==> config.mk <==
export PLATFORM = sky130hd
export DESIGN_NAME = mem_access_ctrl_flat
export DESIGN_NICKNAME = d
export VERILOG_FILES = /design/src/rtl/mem_ctrl_pkg.sv /design/src/rtl/mem_access_ctrl_if.sv /design/src/rtl/mem_wait_timer.sv /design/src/rtl/mem_access_ctrl.sv /design/src/flat_wrapper.sv
export SDC_FILE = /design/constraint.sdc
export NUM_CORES = 1
export LEC_CHECK = 0
export ABC_AREA = 1
export CAP_MARGIN = 20
export CORE_AREA = 8 8 45 47
export CTS_CLUSTER_DIAMETER = 50
export DETAILED_ROUTE_END_ITERATION = 12
export DIE_AREA = 0 0 53 55
export MAX_ROUTING_LAYER = met4
export SYNTH_ARGS = -nofsm -noshare
export SYNTH_HDL_FRONTEND = slang
export SYNTH_SLANG_ARGS = --single-unit
==> constraint.sdc <==
create_clock -name clk -period 0.99 [get_ports clk]
set_clock_uncertainty 0.15 [all_clocks]
set_input_delay 0.198 -clock clk [delete_from_list [all_inputs] [get_ports clk]]
set_output_delay 0.198 -clock clk [all_outputs]
set_load 0.03 [all_outputs]
==> src/rtl/mem_ctrl_pkg.sv <==
// Shared types and constants for the memory access sequencer.
// Latency: n/a (types and constants only).
// Backpressure: n/a.
package mem_ctrl_pkg;

    typedef enum logic [2:0] {
        IDLE = 3'd0,
        ADDR = 3'd1,
        WAIT = 3'd2,
        XFER = 3'd3,
        DONE = 3'd4
    } state_t;

    typedef enum logic {
        OP_RD = 1'b0,
        OP_WR = 1'b1
    } op_t;

    localparam int RAM_LAT_DEFAULT = 2;

endpackage

==> src/rtl/mem_access_ctrl_if.sv <==
// Request/strobe bundle between the control unit and the MAR/MDR/RAM sequencer.
// Latency: n/a (wires only); acc_cnt exists only when MEM_ACCESS_CNT_EN is defined.
// Backpressure: requests are level-held until done; there is no ready signal.
interface mem_access_ctrl_if;
    logic        rd_req;
    logic        wr_req;
    logic        mar_in;
    logic        ram_re;
    logic        ram_we;
    logic        mdr_ld_mem;
    logic        mdr_to_mem;
    logic        busy;
    logic        done;
`ifdef MEM_ACCESS_CNT_EN
    logic [15:0] acc_cnt;
`endif

    // Requester side (control unit).
    modport master (
`ifdef MEM_ACCESS_CNT_EN
        input  acc_cnt,
`endif
        output rd_req, wr_req,
        input  mar_in, ram_re, ram_we, mdr_ld_mem, mdr_to_mem, busy, done
    );

    // Sequencer side.
    modport slave (
`ifdef MEM_ACCESS_CNT_EN
        output acc_cnt,
`endif
        input  rd_req, wr_req,
        output mar_in, ram_re, ram_we, mdr_ld_mem, mdr_to_mem, busy, done
    );
endinterface

==> src/rtl/mem_wait_timer.sv <==
// Loadable down-counter that times the RAM access wait; last flags count==1.
// Latency: load/dec take effect on the next posedge; last is registered-state decode.
// Backpressure: none; the owner decides when to load and decrement.
module mem_wait_timer #(
    parameter int CNT_W = 4
) (
    input  logic             clk,
    input  logic             reset,
    input  logic             load,
    input  logic [CNT_W-1:0] load_val,
    input  logic             dec,
    output logic             last
);

    logic [CNT_W-1:0] cnt;

    // Counter register: load has priority over decrement.
    always_ff @(posedge clk) begin
        if (!reset) begin
            cnt <= '0;
        end else if (load) begin
            cnt <= load_val;
        end else if (dec) begin
            cnt <= cnt - CNT_W'(1);
        end
    end

    assign last = (cnt == CNT_W'(1));

endmodule

==> src/rtl/mem_access_ctrl.sv <==
// Sequencer for MAR strobe, fixed RAM wait, then RAM<->MDR transfer; acc_cnt with MEM_ACCESS_CNT_EN.
// Latency: RAM_LAT+3 cycles from request sampled in IDLE to the one-cycle done pulse.
// Backpressure: one access at a time; requests are ignored outside IDLE and must drop with done.
module mem_access_ctrl
    import mem_ctrl_pkg::*;
#(
    parameter int RAM_LAT = RAM_LAT_DEFAULT,
    parameter int CNT_W   = 4
) (
    input  logic              clk,
    input  logic              reset,
    mem_access_ctrl_if.slave  bus
);

    state_t state, state_nxt;
    op_t    op, op_nxt;
    logic   tmr_load;
    logic   tmr_dec;
    logic   tmr_last;

    mem_wait_timer #(.CNT_W(CNT_W)) u_timer (
        .clk      (clk),
        .reset    (reset),
        .load     (tmr_load),
        .load_val (CNT_W'(RAM_LAT)),
        .dec      (tmr_dec),
        .last     (tmr_last)
    );

    // State and latched-op registers; reset aborts any access in flight.
    always_ff @(posedge clk) begin
        if (!reset) begin
            state <= IDLE;
            op    <= OP_RD;
        end else begin
            state <= state_nxt;
            op    <= op_nxt;
        end
    end

    // Next-state and Moore output decode; outputs depend only on state and op.
    always_comb begin
        state_nxt      = state;
        op_nxt         = op;
        tmr_load       = 1'b0;
        tmr_dec        = 1'b0;
        bus.mar_in     = 1'b0;
        bus.ram_re     = 1'b0;
        bus.ram_we     = 1'b0;
        bus.mdr_ld_mem = 1'b0;
        bus.mdr_to_mem = 1'b0;
        bus.done       = 1'b0;
        bus.busy       = (state != IDLE);
        case (state)
            IDLE: begin
                // Read wins when both are raised; the write waits for a later IDLE.
                if (bus.rd_req) begin
                    op_nxt    = OP_RD;
                    state_nxt = ADDR;
                end else if (bus.wr_req) begin
                    op_nxt    = OP_WR;
                    state_nxt = ADDR;
                end
            end
            ADDR: begin
                bus.mar_in = 1'b1;
                tmr_load   = 1'b1;
                state_nxt  = (RAM_LAT > 0) ? WAIT : XFER;
            end
            WAIT: begin
                bus.ram_re     = (op == OP_RD);
                bus.mdr_to_mem = (op == OP_WR);
                tmr_dec        = 1'b1;
                if (tmr_last) begin
                    state_nxt = XFER;
                end
            end
            XFER: begin
                bus.ram_re     = (op == OP_RD);
                bus.mdr_ld_mem = (op == OP_RD);
                bus.mdr_to_mem = (op == OP_WR);
                bus.ram_we     = (op == OP_WR);
                state_nxt      = DONE;
            end
            DONE: begin
                bus.done  = 1'b1;
                state_nxt = IDLE;
            end
            default: begin
                state_nxt = IDLE;
            end
        endcase
    end

`ifdef MEM_ACCESS_CNT_EN
    logic [15:0] acc_cnt_q;

    // Completed-access counter; only the DONE exit counts, so aborts are never counted.
    always_ff @(posedge clk) begin
        if (!reset) begin
            acc_cnt_q <= 16'h0000;
        end else if (state == DONE) begin
            acc_cnt_q <= acc_cnt_q + 16'h0001;
        end
    end

    assign bus.acc_cnt = acc_cnt_q;
`endif

endmodule
==> src/flat_wrapper.sv <==
// flat-port wrapper written by rule: the top's interface ports become plain ports
module mem_access_ctrl_flat import mem_ctrl_pkg::*;
#(
    parameter int RAM_LAT = RAM_LAT_DEFAULT,
    parameter int CNT_W   = 4
)
  (clk, reset, bus_rd_req, bus_wr_req, bus_mar_in, bus_ram_re, bus_ram_we, bus_mdr_ld_mem, bus_mdr_to_mem, bus_busy, bus_done);
  mem_access_ctrl_if bus_i ();
  input  logic clk;
  input  logic reset;
  input wire logic [$bits(bus_i.rd_req)-1:0] bus_rd_req;
  input wire logic [$bits(bus_i.wr_req)-1:0] bus_wr_req;
  output wire logic [$bits(bus_i.mar_in)-1:0] bus_mar_in;
  output wire logic [$bits(bus_i.ram_re)-1:0] bus_ram_re;
  output wire logic [$bits(bus_i.ram_we)-1:0] bus_ram_we;
  output wire logic [$bits(bus_i.mdr_ld_mem)-1:0] bus_mdr_ld_mem;
  output wire logic [$bits(bus_i.mdr_to_mem)-1:0] bus_mdr_to_mem;
  output wire logic [$bits(bus_i.busy)-1:0] bus_busy;
  output wire logic [$bits(bus_i.done)-1:0] bus_done;
  assign bus_i.rd_req = bus_rd_req;
  assign bus_i.wr_req = bus_wr_req;
  assign bus_mar_in = bus_i.mar_in;
  assign bus_ram_re = bus_i.ram_re;
  assign bus_ram_we = bus_i.ram_we;
  assign bus_mdr_ld_mem = bus_i.mdr_ld_mem;
  assign bus_mdr_to_mem = bus_i.mdr_to_mem;
  assign bus_busy = bus_i.busy;
  assign bus_done = bus_i.done;
  mem_access_ctrl #(.RAM_LAT(RAM_LAT), .CNT_W(CNT_W)) u_core (.clk(clk), .reset(reset), .bus(bus_i));
endmodule
* Word level (Yosys, flattened, before mapping)
Index checks and enable logic that the tools add are counted.
W data, S select, Z words.
** Cells by class
- Add/sub/neg operators :: 1
- Eq/ne operators :: 7
- Muxes and demuxes :: 15
- Bitwise logic cells :: 2
- Reduce and logical (&&, ||, !) cells :: 8
** Operators with widths (number)
- $pmux W3 S4 :: 1
- $mux W1 :: 9
- $mux W3 :: 3
- $eq A3 B2 Y1 const B :: 2
- $eq A4 B1 Y1 const B :: 1
- $mux W2 :: 2
- $reduce_and A2 Y1 :: 2
- $reduce_bool A2 Y1 :: 2
- $reduce_or A2 Y1 :: 2
- $sub A4 B1 Y4 const B :: 1
- $eq A3 B1 Y1 const B :: 1
- $eq A3 B3 Y1 const B :: 1
- $logic_not A3 Y1 :: 1
- $ne A3 B3 Y1 const B :: 1
- $reduce_bool A3 Y1 :: 1
- $ne A2 B1 Y1 const B :: 1
- $not A1 Y1 :: 2
** Word-level totals
- Register bits after elaboration :: 8
- Input port bits :: 4
- Output and inout port bits :: 7
- Word-level logic and storage cells :: 37

* Logic depth before layout (Yosys ltp)
Gate-level depths: netlist of run 1.
- Word-level depth :: 4
- Gate-level depth with buffers :: 6
- Mapped depth without buffers :: 6

* Modules after synthesis
A second synthesis of run 1 with hierarchy kept.
** Unflattened totals
- Cells, all modules :: 76
- Area total of the unflattened synthesis :: 479.2 µm²
** Modules (own cells, without submodules)
- mem_wait_timer :: times used 1, cells each 42, area an instance 265.3 µm², sequential area each 80.1 µm²
- mem_access_ctrl :: times used 1, cells each 34, area an instance 214.0 µm², sequential area each 80.1 µm²

* Worst setup path before layout of run 1
OpenSTA, ideal clock, no wires.
- Path type :: register to output
- From :: register u_core.state[0]
- To :: output bus_mdr_to_mem
- Data arrival time :: 1.109 ns
- Required time :: 0.642 ns
- Slack :: -0.467 ns
- Cell stages (with the launch flop) :: 3
- Path buffers :: 0
- Cell sequence :: dfxtp_1 nand3_1 a21oi_1
** On the way
- Longest elaborated chain between the ends :: 3
- Elaborated cells between the ends (all ways) :: 4
- Those cells by class :: eq/ne (2); mux (1); reduce/logical (1)
** Ends and longest elaborated chain
- start: declaration :: line mem_access_ctrl.sv:15 : state_t state, state_nxt;
- start signal: assignment :: line mem_access_ctrl.sv:36 : state <= state_nxt;
- $eq A3 B2 Y1 :: line mem_access_ctrl.sv:54 : case (state)
- $reduce_or A2 Y1 (no line) *
- $mux W1 * :: line mem_access_ctrl.sv:54
- end: declaration :: line flat_wrapper.sv:17 : output wire logic [$bits(bus_i.mdr_to_mem)-1:0] bus_mdr_to_mem;
Every way passes the cells marked *; elsewhere a longest branch is shown, timed or not.

* Final worst setup path of run 1
- From :: register u_core.state[2]
- To :: output bus_ram_re
** On the way
- Longest elaborated chain between the ends :: 3
- Elaborated cells between the ends (all ways) :: 4
- Those cells by class :: eq/ne (2); mux (1); reduce/logical (1)
** Ends and longest elaborated chain
- $eq A3 B2 Y1 :: line mem_access_ctrl.sv:54
- $reduce_or A2 Y1 (no line) *
- $mux W1 *
- end: declaration :: line flat_wrapper.sv:14 : output wire logic [$bits(bus_i.ram_re)-1:0] bus_ram_re;
Marked as above.

==> PnR_summary.wiki, run 1 <==
{| class="wikitable"
! Metric !! Value
|-
| Result of the run || complete, but fails checks
|-
| Violated checks || setup timing
|-
| Ranking of synthesized cells by area || sky130_fd_sc_hd__dfxtp_1, sky130_fd_sc_hd__nand2_1, sky130_fd_sc_hd__inv_1
|-
| Row Count || 14
|-
| Met2 layer wire length in the routed design || 645 um
|-
| Synthesized instance count || 61
|-
| Area of the core || 1380 um^2
|-
| Launch instance of the worst min-delay path || u_core.u_timer.cnt[0]$_SDFFE_PP0N_
|-
| Worst IR drop on VDD || 1.14 mV
|-
| Syn nets || 67
|-
| Antenna Cells || 0
|-
| Critical path arrival || 1.17 ns
|-
| Standby leakage power || about 0.38 nW
|-
| Relative slew slack || 82.1%
|-
| Final Critical Period || ~1.5 ns
|-
| Clock net sink count || 8
|-
| Setup-failing EPs final || 15
|-
| Fin worst setup slack || -0.525 ns
|-
| Power density relative to cell area || about 1700 nW/um^2
|-
| Cell types with the highest counts after synthesis || sky130_fd_sc_hd__nand2_1, sky130_fd_sc_hd__inv_1, sky130_fd_sc_hd__dfxtp_1, sky130_fd_sc_hd__nor2_1, sky130_fd_sc_hd__a21oi_1
|-
| Post-synthesis instance area || 423 um^2
|-
| Warnings from Yosys || 0
|-
| Number of violations reported at the end of detailed-routing iteration 0 || 11
|-
| Proportion of synthesized flip-flops having asynchronous set or reset || 0%
|-
| Clock Path Buffers || 2
|-
| Number of iterations in the first detailed-routing pass || 4
|-
| Synth Area in Compound Gates || 10.4%
|-
| Synthesized flop and latch total || 8
|-
| Worst hold margin || 0.349 ns
|-
| Number of buffers inserted for hold repair after clock tree synthesis || 0
|-
| Element type at the critical path start || register
|-
| GP Congestion || 0.711
|-
| Count of flip-flops with a built-in enable after synthesis || 0
|-
| Count of fill cells added during filler insertion || 120
|-
| Total Routed Length || 1.26 mm
|-
| H-tree depth reported by CTS || 1
|-
| R2r worst-path depth || 6
|-
| XOR/XNOR Fraction of Synth Area || ~2.1%
|-
| Netlist cell types || 15
|-
| Final core utilization || 63.6%
|-
| Top-Level Pins || 11
|-
| Switch share || about 39%
|-
| Buffer type at the clock tree root || sky130_fd_sc_hd__clkbuf_4
|-
| Hold Crit Class || reg2reg
|-
| Area Growth Syn to Fin || 108%
|-
| Post-Synth Simple-Gate Area || 34.9%
|-
| Initial antenna violation count || 0
|-
| Fraction of final layout cells with drive strength greater than 1 || 68.8%
|-
| Pin count of the biggest net entering global routing || 6
|-
| Share of the synthesized area in the top cell type || 37.9%
|-
| Remaining design rule violation count || 0
|-
| Number of port buffers || 10
|-
| Worst-path fanout max || 5
|-
| Syn_area_per_cell || between 6 and 7 um^2
|-
| Clock share of power || 18.3%
|-
| Number of global-route vias before repair || 491
|-
| Tot GR Track Use || 9.13%
|-
| Cell taking the most area after synthesis || sky130_fd_sc_hd__dfxtp_1
|-
| Met3 routed WL || 93 um
|-
| Insertion delay of the later-clocked pin in the worst-skew pair || 0.26 ns
|-
| Category of the most critical setup path || reg2out
|-
| Largest family of logic cells by synthesized area || simple AND/OR/NAND/NOR gates
|-
| Number of vias per cell || 4.68
|-
| Routed met1 length || approximately 510 um
|-
| # Max-Cap Violations || 0
|-
| Register-to-register path setup slack || -0.28 ns
|-
| Number of buffers created by CTS || 3
|-
| Critical Path RT || 0.64 ns
|-
| Mux contribution to synthesized area || 0%
|-
| Detailed placement HPWL || 893 um
|-
| Combinational Power Share || between 50% and 60%
|-
| Tightest Pin Transition || approximately 0.27 ns
|-
| Post-synthesis sequential area ratio || 37.9%
|-
| Pint || 0.907 mW
|-
| Highest routing layer actually used || met4
|-
| Startpoint of the lowest-slack register-to-register path || u_core.state[2]$_SDFFE_PN0P_
|-
| Total number of vias || between 500 and 600
|-
| Routed wire length per instance || 11.6 um
|-
| Setup repair after global routing missed its margin || true
|-
| Nets || 100
|-
| Dominant register cell in the synthesized netlist || sky130_fd_sc_hd__dfxtp_1
|-
| Chip width || approximately 53 um
|-
| Most numerous cell in the Yosys netlist || sky130_fd_sc_hd__nand2_1
|-
| Die area || 2920 um^2
|-
| Sequential cell fraction of total power || 30.1%
|-
| Die outline height || 55 um
|-
| Wire length of the first global-routing pass || 1.91 mm
|-
| Pins over their slew limit || 0
|-
| Adder-Cell Fraction of Synth Area || 5.92%
|-
| TritonCTS clock tree || yes
|-
| Final Hold Fails || 0
|-
| Antenna viol nets, final || 0
|-
| Initial core utilization || 30.6%
|-
| Clock transition time at the flip-flop clock pins of the worst setup and hold paths || roughly 0.06 ns
|-
| Total overflow reported by the global router || 0
|-
| Critical register-to-register path endpoint || u_core.state[2]$_SDFFE_PN0P_
|-
| Worst Setup End Kind || output port
|-
| Max frequency || 660 MHz
|-
| Final period utilization || 153%
|-
| Capture endpoint of the worst hold path || u_core.u_timer.cnt[0]$_SDFFE_PP0N_
|-
| P_sw || around 0.58 mW
|-
| Cell depth of the worst hold path || 2
|}
-- kinds of logic (layout without fill, tap and decap cells) --
kind of cell | count (synthesis) | in the layout
xor gates and xnor gates | 1 | 1
adders and majority gates | 2 | 2
buffers and inverters | 10 | 42
and+or+nand+nor | 32 | 32
AOI/OAI and AO/OA | 8 | 8
DFF | 8 | 8
-- state kept, by name, indices dropped and copies added, names as in the netlist --
name                cells
u_core.op               1
u_core.state            3
u_core.u_timer.cnt      4
-- stage by stage --
stage / worst slack [ns] / TNS (ns) / instance area, um^2 / std cells / power (mW)
2_1_floorplan: -0.220 / -1.45 / 500 / 61 / 0.789
3_3_place_gp: -0.293 / -3.05 / 701 / 100 / 1.02
3_5_place_dp: -0.304 / -3.22 / 701 / 100 / 1.03
4_1_cts: -0.526 / -4.71 / 808 / 107 / 1.39
6_report: -0.525 / -4.65 / 880 / 109 / 1.49
5_1_grt: -0.563 / -5.37 / 880 / 109 / 1.57
-- timing repair --
item / in CTS / in global routing
buffers inserted: 3 / 4
resized for setup: 16 / 17
endpoints found under the setup margin: 15 / 15
hold endpoints to repair: 0 / 0
pin swaps: 5 / 6
-- power groups by stage --
| stage | clock (mW) | combinational (mW) | sequential, mW |
|---|---|---|---|
| 6_report | 0.272 | 0.768 | 0.447 |
| 5_1_grt | 0.291 | 0.825 | 0.455 |
| 4_1_cts | 0.279 | 0.674 | 0.440 |
| 3_5_place_dp | 0 | 0.585 | 0.447 |
| 3_3_place_gp | 0 | 0.576 | 0.446 |
| 2_1_floorplan | 0 | 0.338 | 0.452 |
-- cell type report --
cell class / count / area, um^2 / share of cell area, %
flip-flops and latches: 8 / 174 / 19.8
inverters: 10 / 40.0 / 4.55
repair buffers: 28 / 255 / 29.0
multi-input cells: 43 / 364 / 41.4
clock buffers: 4 / 26.3 / 2.99
well taps: 16 / 20.0 / 2.28
-- layout by cell type (no fill, tap or decap), types with 2 or more instances in the layout --
cell type and count:
sky130_fd_sc_hd__buf_4 15, sky130_fd_sc_hd__nand2_1 7, sky130_fd_sc_hd__nor2_4 3, sky130_fd_sc_hd__clkdlybuf4s50_1 3
sky130_fd_sc_hd__nand2_2 5, sky130_fd_sc_hd__a21oi_2 4, sky130_fd_sc_hd__clkbuf_4 3, sky130_fd_sc_hd__nand2_4 2
sky130_fd_sc_hd__buf_6 10, sky130_fd_sc_hd__nor2_1 6, sky130_fd_sc_hd__dfxtp_2 2, sky130_fd_sc_hd__dfxtp_4 3
sky130_fd_sc_hd__dfxtp_1 3, sky130_fd_sc_hd__inv_2 5, sky130_fd_sc_hd__a21oi_4 2, sky130_fd_sc_hd__nand3_2 3
sky130_fd_sc_hd__inv_1 4
-- how the worst max path moves through the flow --
stage,cells past startpoint,slack [ns],start,end
after floorplan,4,-0.22,u_core.state[0]$_SDFFE_PN0P_,u_core.op$_SDFFE_PN0P_
after global placement,4,-0.29,bus_rd_req,u_core.op$_SDFFE_PN0P_
after detailed placement,4,-0.30,bus_rd_req,u_core.op$_SDFFE_PN0P_
after CTS,4,-0.53,u_core.state[2]$_SDFFE_PN0P_,bus_ram_re
after global routing,4,-0.56,u_core.state[2]$_SDFFE_PN0P_,bus_ram_re
final,4,-0.53,u_core.state[2]$_SDFFE_PN0P_,bus_ram_re
-- layer usage --
layer,vias up,track usage (%)
li1,255,-
met1,238,8.23
met2,15,16.6
met3,2,2.14
met4,0,6.47
met5,-,-
-- critical path, stage by stage (launching register included) --
cell                      delay (ns)
sky130_fd_sc_hd__dfxtp_4        0.36
sky130_fd_sc_hd__inv_4          0.07
sky130_fd_sc_hd__nand3_4        0.13
sky130_fd_sc_hd__a21oi_4        0.19
sky130_fd_sc_hd__buf_6          0.15
Note: power is estimated with default switching activity, not from simulation.
==> run 2: changes to the inputs <==
GPL_ROUTABILITY_DRIVEN = 0   (was not set)
clock period = 1.4 ns   (was 0.99 ns; I/O delays follow)
==> PnR_summary.wiki, run 2 (synthesis results as in run 1) <==
{| class="wikitable"
! Metric !! Value
|-
| Result of the run || complete, but fails checks (unchanged)
|-
| Violated checks || setup timing (unchanged)
|-
| Row Count || 14 (unchanged)
|-
| Final instance count without filler cells || 95 (was 109)
|-
| Total number of vias || 431 (was 510)
|-
| Worst Setup End Kind || output port (unchanged)
|-
| Clock net sink count || 8 (unchanged)
|-
| Max frequency || 649 MHz
|-
| Largest Register || u_core.u_timer.cnt (unchanged)
|-
| Most common library cell in the layout ignoring fill and taps || sky130_fd_sc_hd__nand2_1 (was sky130_fd_sc_hd__buf_4)
|-
| Power Total || 0.822 mW (was 1.49 mW)
|-
| Pin count of the biggest net entering global routing || 6 (unchanged)
|-
| Clock Path Buffers || 2 (unchanged)
|-
| Launch instance of the worst min-delay path || u_core.u_timer.cnt[0]$_SDFFE_PP0N_ (unchanged)
|-
| Design area || 631 um^2 (was 880 um^2)
|-
| Number of buffers created by CTS || 3 (unchanged)
|-
| Area Growth Syn to Fin || 49.1% (was 108%)
|-
| Die area || 2920 um^2 (unchanged)
|-
| Nets || 87 (was 100)
|-
| H-tree depth reported by CTS || 1 (unchanged)
|-
| Initial antenna violation count || 0 (unchanged)
|-
| Total Routed Length || 1.04 mm (was 1.26 mm)
|-
| Final Critical Period || 1.54 ns
|-
| Critical Path RT || 0.97 ns (was 0.64 ns)
|-
| Number of violations reported at the end of detailed-routing iteration 0 || 6 (was 11)
|-
| TritonCTS clock tree || yes (unchanged)
|-
| Cell Count Post-Placement || 89 (was 100)
|-
| Initial core utilization || 30.6% (unchanged)
|-
| Hold Crit Class || reg2reg (unchanged)
|-
| Count of fill cells added during filler insertion || 146 (was 120)
|-
| Wire length of the first global-routing pass || 1.68 mm (was 1.91 mm)
|-
| Setup repair after global routing missed its margin || true (unchanged)
|-
| Tot GR Track Use || 8.23% (was 9.13%)
|-
| Pins over their slew limit || 0 (unchanged)
|-
| Tightest Pin Transition || 0.306 ns (was 0.268 ns)
|-
| Worst IR drop on VDD || 0.528 mV (was 1.14 mV)
|-
| Met3 Resource Use GR || 5.88% (was 2.14%)
|-
| Critical path arrival || 1.11 ns (was 1.17 ns)
|-
| Number of iterations in the first detailed-routing pass || 4 (unchanged)
|-
| Category of the most critical setup path || reg2out (unchanged)
|-
| Die outline height || 55 um (unchanged)
|-
| Worst hold margin || 0.349 ns (about the same)
|-
| Element type at the critical path start || register (unchanged)
|-
| Final Hold Fails || 0 (unchanged)
|-
| Buffer type at the clock tree root || sky130_fd_sc_hd__clkbuf_4 (unchanged)
|-
| Number of global-route vias before repair || 404 (was 491)
|-
| Chip width || 53 um (unchanged)
|-
| Launching instance or port of the critical path || u_core.state[0]$_SDFFE_PN0P_ (was u_core.state[2]$_SDFFE_PN0P_)
|-
| Final period utilization || 110%
|-
| Antenna viol nets, final || 0 (unchanged)
|-
| Final core utilization || 45.6% (was 63.6%)
|-
| Regs by FF count || u_core.u_timer.cnt (4), u_core.state (3), u_core.op (1) (unchanged)
|-
| Setup-failing EPs final || 7 (was 15)
|-
| Detailed placement HPWL || 764 um (was 893 um)
|-
| Met2 layer usage reported by global route || 12.9% (was 16.6%)
|-
| Routed wire length per instance || 11.0 um (was 11.6 um)
|-
| Layer with the highest usage || met2 (unchanged)
|-
| Number of buffers inserted for hold repair after clock tree synthesis || 0 (unchanged)
|-
| Number of port buffers || 10 (unchanged)
|-
| Top library cells by usage in the layout, fill and taps aside || sky130_fd_sc_hd__nand2_1, sky130_fd_sc_hd__buf_4, sky130_fd_sc_hd__nor2_1 (was sky130_fd_sc_hd__buf_4, sky130_fd_sc_hd__buf_6, sky130_fd_sc_hd__nand2_1)
|-
| Fin worst setup slack || -0.140 ns (was -0.525 ns)
|-
| Largest register FFs || 4 (unchanged)
|-
| Remaining design rule violation count || 0 (unchanged)
|-
| Relative slew slack || 79.5% (was 82.1%)
|-
| Startpoint of the lowest-slack register-to-register path || u_core.state[0]$_SDFFE_PN0P_ (was u_core.state[2]$_SDFFE_PN0P_)
|-
| Power density relative to cell area || 1300 nW/um^2 (was 1690 nW/um^2)
|-
| # Max-Cap Violations || 0 (unchanged)
|-
| Register-to-register path setup slack || 0.13 ns (was -0.28 ns)
|-
| Top-Level Pins || 11 (unchanged)
|-
| Standby leakage power || 0.291 nW (was 0.380 nW)
|-
| Fraction of final layout cells with drive strength greater than 1 || 35.4% (was 68.8%)
|-
| Number of vias per cell || 4.54 (was 4.68)
|-
| Antenna Cells || 0 (unchanged)
|-
| Total overflow reported by the global router || 0 (unchanged)
|-
| Global Route met1 Usage || 7.47% (was 8.23%)
|-
| Area of placed instances || 541 um^2 (was 701 um^2)
|-
| Area of the core || 1380 um^2 (unchanged)
|-
| Clock transition time at the flip-flop clock pins of the worst setup and hold paths || 0.06 ns (about the same)
|-
| Insertion delay of the later-clocked pin in the worst-skew pair || 0.26 ns (about the same)
|-
| Worst-path fanout max || 5 (unchanged)
|}
[run 2: cell count changes in the layout (fill, tap and decap cells not counted), moves of 3 or more]
cell,before,now
sky130_fd_sc_hd__a21oi_1,1,4
sky130_fd_sc_hd__buf_4,15,9
sky130_fd_sc_hd__buf_6,10,3
sky130_fd_sc_hd__inv_1,4,7
sky130_fd_sc_hd__nand2_1,7,12
sky130_fd_sc_hd__nand2_2,5,1
sky130_fd_sc_hd__nand3_1,1,4
sky130_fd_sc_hd__nand3_2,3,0
[run 2: where the power goes]
part	leakage [nW]	switching (mW)	internal (mW)	total, mW
Sequential	0.0674	0.0437	0.267	0.310
Combinational	0.210	0.188	0.143	0.331
Clock	0.0138	0.0821	0.0984	0.180
[run 2: critical path, cell delays in order, from the launching register on]
cell and delay [ns]:
sky130_fd_sc_hd__dfxtp_4 0.37, sky130_fd_sc_hd__nor2_4 0.11, sky130_fd_sc_hd__nand2_4 0.07, sky130_fd_sc_hd__a21oi_2 0.15, sky130_fd_sc_hd__buf_6 0.15
[run 2: path summary, 6_finish.rpt]
| check | depth (start not counted) | end |
|---|---|---|
| setup / recovery | 4 | bus_mdr_to_mem |
| hold / removal | 2 | u_core.u_timer.cnt[0]$_SDFFE_PP0N_ |
| setup reg to reg | 7 | u_core.u_timer.cnt[1]$_SDFFE_PN0P_ |
| hold reg to reg | 2 | u_core.u_timer.cnt[0]$_SDFFE_PP0N_ |
[run 2: through the flow]
step / TNS [ns] / worst slack, ns
2_1_floorplan: -0.478 / -0.139
3_3_place_gp: -0.0312 / -0.0235
3_5_place_dp: -0.0607 / -0.0382
4_1_cts: -0.747 / -0.134
5_1_grt: -1.15 / -0.194
6_report: -0.666 / -0.140
[run 2: layout make-up]
type,count,area (um^2),share of cell area [%]
Timing Repair Buffer,15,131,20.8
Sequential cell,8,169,26.8
Clock buffer,3,22.5,3.57
Inverter,10,37.5,5.95
Multi-Input combinational cell,43,250,39.7
Tap cell,16,20.0,3.17
[run 2: what timing repair did]
| action | in CTS | in global routing |
|---|---|---|
| buffers inserted | 2 | 1 |
| setup endpoints to repair | 7 | 7 |
| gates resized for setup | 10 | 6 |
| pin swaps | 3 | 2 |
[run 2: layer usage]
metal / routed length, um / share of wire [%]
met1: 423 / 41
met2: 490 / 47
met3: 127 / 12
met4: 0 / 0
met5: 0 / 0
